<file path="src/rtl/acc_src_pkg.sv">
// Shared definitions for the accumulator-A source selector: FSM state encoding
// and the default channel map used by the decoder and datapath.
package acc_src_pkg;

  typedef enum logic {
    ST_IDLE = 1'b0,
    ST_WAIT = 1'b1
  } state_e;

  localparam int CH_DATA = 0;
  localparam int CH_IMM  = 1;
  localparam int CH_ARIT = 2;

endpackage : acc_src_pkg

</file>
<file path="src/rtl/sign_ext.sv">
// Two's-complement sign extension of an IN_W-bit field to OUT_W bits.
// Shared between this unit and the instruction decoder.
module sign_ext #(
  parameter int IN_W  = 11,
  parameter int OUT_W = 16
) (
  input  logic [IN_W-1:0]  i_data,
  output logic [OUT_W-1:0] o_data
);

  assign o_data = OUT_W'($signed(i_data));

endmodule : sign_ext

</file>
<file path="src/rtl/acc_src_unit.sv">
// Accumulator-A source selector: picks one of N_SRC channels, sign-extends the
// immediate channel and loads the owned accumulator, waiting for late sources.
module acc_src_unit
  import acc_src_pkg::*;
#(
  parameter int DATA_W   = 16,
  parameter int N_SRC    = 3,
  parameter int IMM_CH   = CH_IMM,
  parameter int IMM_W    = 11,
  parameter int WAIT_MAX = 7
) (
  input  logic                      i_clk,
  input  logic                      i_rst_n,
  input  logic                      i_valid,
  output logic                      o_ready,
  input  logic [$clog2(N_SRC)-1:0]  i_sel,
  input  logic [N_SRC*DATA_W-1:0]   i_src,
  input  logic [N_SRC-1:0]          i_src_valid,
  input  logic                      i_err_clr,
  output logic [DATA_W-1:0]         o_acc,
  output logic                      o_acc_valid,
  output logic                      o_zero,
  output logic                      o_neg,
  output logic                      o_err
);

  localparam int SEL_W = $clog2(N_SRC);
  localparam int CNT_W = $clog2(WAIT_MAX + 1);

  state_e              r_state;
  logic [SEL_W-1:0]    r_sel_q;
  logic [CNT_W-1:0]    r_wait_cnt;
  logic [DATA_W-1:0]   r_acc;
  logic                r_acc_valid;
  logic                r_zero;
  logic                r_neg;
  logic                r_err;

  logic [DATA_W-1:0]   w_imm_ext;
  logic [DATA_W-1:0]   w_ext [N_SRC];
  logic [SEL_W-1:0]    w_cur_sel;
  logic                w_sel_legal;
  logic                w_sel_valid;
  logic [DATA_W-1:0]   w_sel_data;
  logic                w_load;
  logic                w_timeout;
  logic                w_illegal;

  sign_ext #(
    .IN_W  (IMM_W),
    .OUT_W (DATA_W)
  ) u_imm_ext (
    .i_data (i_src[IMM_CH*DATA_W +: IMM_W]),
    .o_data (w_imm_ext)
  );

  for (genvar k = 0; k < N_SRC; k++) begin : g_ext
    assign w_ext[k] = (k == IMM_CH) ? w_imm_ext : i_src[k*DATA_W +: DATA_W];
  end

  // In WAIT_SRC the latched select drives the mux; the live i_sel is ignored.
  assign w_cur_sel   = (r_state == ST_IDLE) ? i_sel : r_sel_q;
  assign w_sel_legal = ({1'b0, w_cur_sel} < (SEL_W+1)'(N_SRC));

  always_comb begin
    // NOTE: defaults first so every path assigns both outputs and no latch is inferred.
    w_sel_data  = '0;
    w_sel_valid = 1'b0;
    for (int k = 0; k < N_SRC; k++) begin
      if (w_cur_sel == SEL_W'(k)) begin
        w_sel_data  = w_ext[k];
        w_sel_valid = i_src_valid[k];
      end
    end
  end

  // A load on the last wait cycle pre-empts the timeout, so the two never coincide.
  assign w_load    = w_sel_valid && ((r_state == ST_IDLE && i_valid) || r_state == ST_WAIT);
  assign w_timeout = (r_state == ST_WAIT) && !w_sel_valid &&
                     (r_wait_cnt == CNT_W'(WAIT_MAX - 1));
  assign w_illegal = (r_state == ST_IDLE) && i_valid && !w_sel_legal;

  always_ff @(posedge i_clk or negedge i_rst_n) begin
    if (!i_rst_n) begin
      r_state     <= ST_IDLE;
      r_sel_q     <= '0;
      r_wait_cnt  <= '0;
      r_acc       <= '0;
      r_acc_valid <= 1'b0;
      r_zero      <= 1'b1;
      r_neg       <= 1'b0;
      r_err       <= 1'b0;
    end else begin
      // NOTE: non-blocking assignments keep every register sampling pre-edge values.
      r_acc_valid <= w_load;
      if (w_load) begin
        r_acc  <= w_sel_data;
        r_zero <= (w_sel_data == '0);
        r_neg  <= w_sel_data[DATA_W-1];
      end

      if (w_illegal || w_timeout) begin
        r_err <= 1'b1;
      end else if (i_err_clr) begin
        r_err <= 1'b0;
      end

      case (r_state)
        ST_IDLE: begin
          if (i_valid && w_sel_legal && !w_sel_valid) begin
            r_sel_q    <= i_sel;
            r_wait_cnt <= '0;
            r_state    <= ST_WAIT;
          end
        end
        ST_WAIT: begin
          if (w_sel_valid || w_timeout) begin
            r_state <= ST_IDLE;
          end else begin
            r_wait_cnt <= r_wait_cnt + CNT_W'(1);
          end
        end
        default: r_state <= ST_IDLE;
      endcase
    end
  end

  assign o_ready     = (r_state == ST_IDLE);
  assign o_acc       = r_acc;
  assign o_acc_valid = r_acc_valid;
  assign o_zero      = r_zero;
  assign o_neg       = r_neg;
  assign o_err       = r_err;

endmodule : acc_src_unit

</file>
<file path="config.mk">
export PLATFORM = sky130hd
export DESIGN_NAME = acc_src_unit
export DESIGN_NICKNAME = d
export VERILOG_FILES = /design/src/rtl/acc_src_pkg.sv /design/src/rtl/sign_ext.sv /design/src/rtl/acc_src_unit.sv
export SDC_FILE = /design/constraint.sdc
export NUM_CORES = 1
export LEC_CHECK = 0
export ABC_AREA = 1
export CORE_MARGIN = 4
export CORE_UTILIZATION = 45
export DETAILED_ROUTE_END_ITERATION = 10
export PLACE_DENSITY = 0.85
export SLEW_MARGIN = 0
export SYNTH_ARGS = -nofsm -noshare
export SYNTH_HDL_FRONTEND = slang
export SYNTH_HIERARCHICAL = 1
export SYNTH_SLANG_ARGS = --single-unit
</file>
<file path="constraint.sdc">
create_clock -name i_clk -period 2.45 [get_ports i_clk]
set_input_delay 0.49 -clock i_clk [delete_from_list [all_inputs] [get_ports i_clk]]
set_output_delay 0.49 -clock i_clk [all_outputs]
set_load 0.1 [all_outputs]
</file>
; Word-level counts from Yosys, hierarchy flattened
; Index checks and enable logic that the tools add are counted.
[word_totals]
latchBits = 0
n_memories = 0
input_bits = 57
romBits = 0
output_inout_bits = 21
regBits = 26
mem_bits_rw = 0
[op_classes]
muxes = 15
n_eq_ne = 5
n_lt_le_gt_ge = 1
div_mod_pow = 0
multipliers = 0
n_bitwise = 1
shifts = 0
reduce_logical = 17
n_addsub = 1
[ops]
columns = cell, count
row1 = $mux 16, 3
row2 = $logic_not 16->1, 1
row3 = $logic_and 1x1->1, 7
row4 = $mux 1, 7
row5 = $mux 3, 2
row6 = $pmux 3 s2, 1
row7 = $reduce_and 2->1, 2
row8 = $add 3x1->3 const B, 1
row9 = $eq 3x3->1 const B, 1
row10 = $logic_or 1x1->1, 3
row11 = $eq 2x1->1 const B, 1
row12 = $eq 2x2->1 const B, 1
row13 = $logic_not 1->1, 2
row14 = $logic_not 2->1, 1
row15 = $lt 2x2->1 const B, 1
row16 = $mux 2, 1
row17 = $ne 2x1->1 const B, 1
row18 = $ne 2x2->1 const B, 1
row19 = $pmux 1 s2, 1
row20 = $reduce_bool 2->1, 1
row21 = $not 1->1, 1

; Longest topological paths before layout
[logic_depth]
depth_word = 11
mapped_depth = 12
depth_no_buf = 11

; Hierarchy
; The synthesis kept the hierarchy.
[by_module_without_submodules]
columns = module, area_each_um2, seq_area_each_um2, n_inst, cells_per_inst
row1 = acc_src_unit, 1692.9, 626.9, 1, 225
row2 = sign_ext, 120.1, 0.0, 1, 16

; Worst setup path after synthesis
; No wires, ideal clock.
[synth_timing]
path_type = register -> output
from = register r_acc[15] (netlist: o_acc[15])
to = output port o_acc[15]
required_ns = 1.960
path_slack_ns = 0.620
path_stages_with_launch = 2
t_arrival_ns = 1.340
cell_sequence = dfrtp_1 > buf_4
[synth_lines]
columns = item, line_no
row1 = "start, declared", acc_src_unit.sv:33  ; logic [DATA_W-1:0] r_acc;
row2 = "start signal, assigned", acc_src_unit.sv:97  ; r_acc <= w_sel_data;
row3 = "end, declared", acc_src_unit.sv:20  ; output logic [DATA_W-1:0] o_acc,
; No word-level cell between the ends.

; Worst setup path in the final report
[layout_timing]
from = input port i_sel[0]
to = register r_zero (netlist: o_zero)
[layout_via]
elab_chain_cells = 6
[layout_lines]
columns = item, line_no
row1 = "start, declared", acc_src_unit.sv:16  ; input logic [$clog2(N_SRC)-1:0] i_sel,
row2 = $mux 2 *, acc_src_unit.sv:62  ; assign w_cur_sel = (r_state == ST_IDLE) ? i_sel : r_sel_q;
row3 = $logic_not 2->1, acc_src_unit.sv:70  ; if (w_cur_sel == SEL_W'(k)) begin
row4 = $mux 16 or $mux 1 (tied branches) (3 in a row), acc_src_unit.sv:70
row5 = $logic_not 16->1 or $logic_and 1x1->1 (tied branches), "acc_src_unit.sv:98, acc_src_unit.sv:78"
row6 = "end signal, assigned", acc_src_unit.sv:98  ; r_zero <= (w_sel_data == '0);
row7 = "end, declared", acc_src_unit.sv:35  ; logic r_zero;
; Mark *: on every way between the ends. The rest lies on a longest branch, timed or not.
; A chain may end at the register's enable or synchronous reset.

==> results.json <==
{
  "antenna_found_initial": 0,
  "finalHoldViolations": 0,
  "post-route-util_pct": 63.07,
  "dp.cells": 337,
  "areaGrowthSynthToFinish_pct": 31.19,
  "path_max_fanout": 21,
  "coreArea_sq_mm": 0.003771,
  "cts_resized": 0,
  "setup_viol": 0,
  "grtUsageMet1_pct": 21.83,
  "cts_tree": "yes",
  "ys_ff_latch": 25,
  "grt_pass1_vias": 1512,
  "ir_drop_uv": 707.1,
  "endpoint_kind": "flip-flop",
  "synthTopCellsByArea": "dfrtp_1, nand2_1, nand3_1",
  "place_hpwl_um": 3405,
  "routed_wl_um": 4354,
  "synth_top_area_cell": "dfrtp_1",
  "num_vias": 1676,
  "path_clk_slew_ns": 0.09,
  "final_common_cell": "nand2_1",
  "finalCriticalPeriod_ns": 1.948,
  "avgSynthCellArea_sq_um": 7.523,
  "slew_violations": 0,
  "synth_cell_types": 23,
  "yosys_warnings": 6,
  "h-tree-depth": 1,
  "grtUsageMet3_pct": 2.945,
  "max_freq_mhz": 513.3,
  "p_per_area_mw_per_mm2": 1406,
  "maxCapViolCount": 0,
  "grt_use_met2_pct": 29.49,
  "wire_per_inst_um": 12.77,
  "syn_nets": 300,
  "pin_count": 78,
  "drc": 0,
  "grt_overflow": 0,
  "nets": 353,
  "stdcell_count": 341,
  "synth_area_sq_mm": 0.001813,
  "viasPerCell": 4.915,
  "slew_headroom_pct": 75.90,
  "grt_pass1_wl_um": 7031,
  "crit_required_ns": 2.67,
  "gp_congestion": 0.9051,
  "rows": 22,
  "crit_arrival_ns": 2.17,
  "cts_inserted_buffers": 3,
  "final_antenna_net_count": 0,
  "synth_top_area_share_pct": 33.13,
  "fp.dieH_um": 71.48,
  "insertion_delay_ns": 0.27,
  "min_path_type": "reg2reg",
  "firstDrtPassIters": 4,
  "ctsHoldBuffers": 0,
  "start_util_pct": 48.08,
  "antenna_cells": 0,
  "cts.sinks": 25,
  "grt_most_used_layer": "met2",
  "drive_gt1_share_pct": 17.75,
  "crit_type": "in2reg",
  "ys_seq_area_share_pct": 34.58,
  "io_buffer_count": 72,
  "cts_buffer_depth": 2,
  "cts_setup_buffers": 0,
  "status": "finished, final reports clean",
  "grt_max_degree": 26,
  "fin_skew_ns": 0.005145,
  "worst_setup_path_start_kind": "input port",
  "die_w_um": 71.48,
  "track_usage_pct": 17.16,
  "cts_root_buf": "clkbuf_8",
  "drt_iter0_drc": 100,
  "syn_inst": 241,
  "final.setup.tns_ns": 0,
  "die-area_sq_mm": 0.005109,
  "p_leak_nw": 1.185,
  "layout_common_cells": "nand2_1, nand3_1, clkdlybuf4s50_1",
  "period_share_pct": 79.52,
  "worstMarginPinSlew_ns": 0.3616,
  "rsz0062_at_grt": "no"
}
==> Yosys cell counts (all sizes together) <==
library cell / number
a21oi: 2
buf: 27
dfrtp: 24
dfstp: 1
ha: 2
inv: 12
nand2: 88
nand3: 53
nor2: 25
o211ai: 1
o21ai: 5
xor2: 1
==> sequential cells by signal, summed over array words and instances (netlist names) <==
register     count
o_acc           16
r_wait_cnt       3
r_sel_q          2
o_acc_valid      1
o_err            1
o_zero           1
r_state          1
==> through the flow <==
step | setup WS, ns | total power, mW | hold WS (ns) | cell area [sq um]
floorplan | 0.6201 | 2.717 | 0.1944 | 1813
global placement | 0.2192 | 3.077 | 0.4576 | 2330
detailed placement | 0.2118 | 3.112 | 0.4587 | 2330
CTS | 0.4905 | 3.369 | 0.4743 | 2379
global route | 0.3719 | 3.570 | 0.4993 | 2379
finish | 0.5017 | 3.345 | 0.4710 | 2379
==> cell families after synthesis <==
family	count (synthesis)	synth area share (%)
AOI/OAI and AO/OA	8	2.346
xor gates and xnor gates	1	0.4832
adders and majority gates	2	1.380
buffers and inverters	39	15.67
DFF	25	34.58
and+or+nand+nor	166	45.55
==> final cells by class <==
class                   instances  area, sq um
inverters                      12        50.05
fillers                       347         1393
repair buffers                 75        690.7
multi-input cells             177        902.1
well taps                      48        60.06
flip-flops and latches         25        626.9
clock inverters                 1        7.507
clock buffers                   3        41.29
==> worst max-delay path: stages <==
cell and delay [ns]:
clkdlybuf4s50_1 0.52, inv_1 0.07, nand2_1 0.11, nand2_4 0.07, buf_4 0.21, nand3_1 0.10, nand3_1 0.14, nor2_1 0.14
nand2_1 0.06, nor2_1 0.10, nand3_1 0.08, nand2_1 0.06
==> per-layer routing <==
layer  up-vias  part of all wire (%)
met4         0                   1.3
met3         4                   7.9
met1       749                    40
li1        867                     -
met5         -                     0
met2        56                    51
==> final timing paths <==
| path | slack (ns) | cells after the start | startpoint | to |
|---|---|---|---|---|
| max in group asynchronous | 1.58 | 2 | i_rst_n | o_zero$_DFFE_PN1P_ |
| min | 0.47 | 2 | o_zero$_DFFE_PN1P_ | o_zero$_DFFE_PN1P_ |
| max | 0.50 | 12 | i_sel[0] | o_zero$_DFFE_PN1P_ |
| max reg2reg | 0.56 | 10 | r_state$_DFF_PN0_ | o_acc[10]$_DFFE_PN0P_ |
| min reg2reg | 0.47 | 2 | o_zero$_DFFE_PN1P_ | o_zero$_DFFE_PN1P_ |
| min in group asynchronous | 0.58 | 2 | i_rst_n | o_acc[4]$_DFFE_PN0P_ |
==> report_power, final <==
| part | internal (mW) | total [mW] | switching [mW] | leakage [nW] |
|---|---|---|---|---|
| combinational | 0.593 | 2.41 | 1.82 | 0.845 |
| clock | 0.115 | 0.251 | 0.136 | 0.0217 |
| sequential | 0.574 | 0.687 | 0.112 | 0.319 |
(Power assumes the default switching activity.)
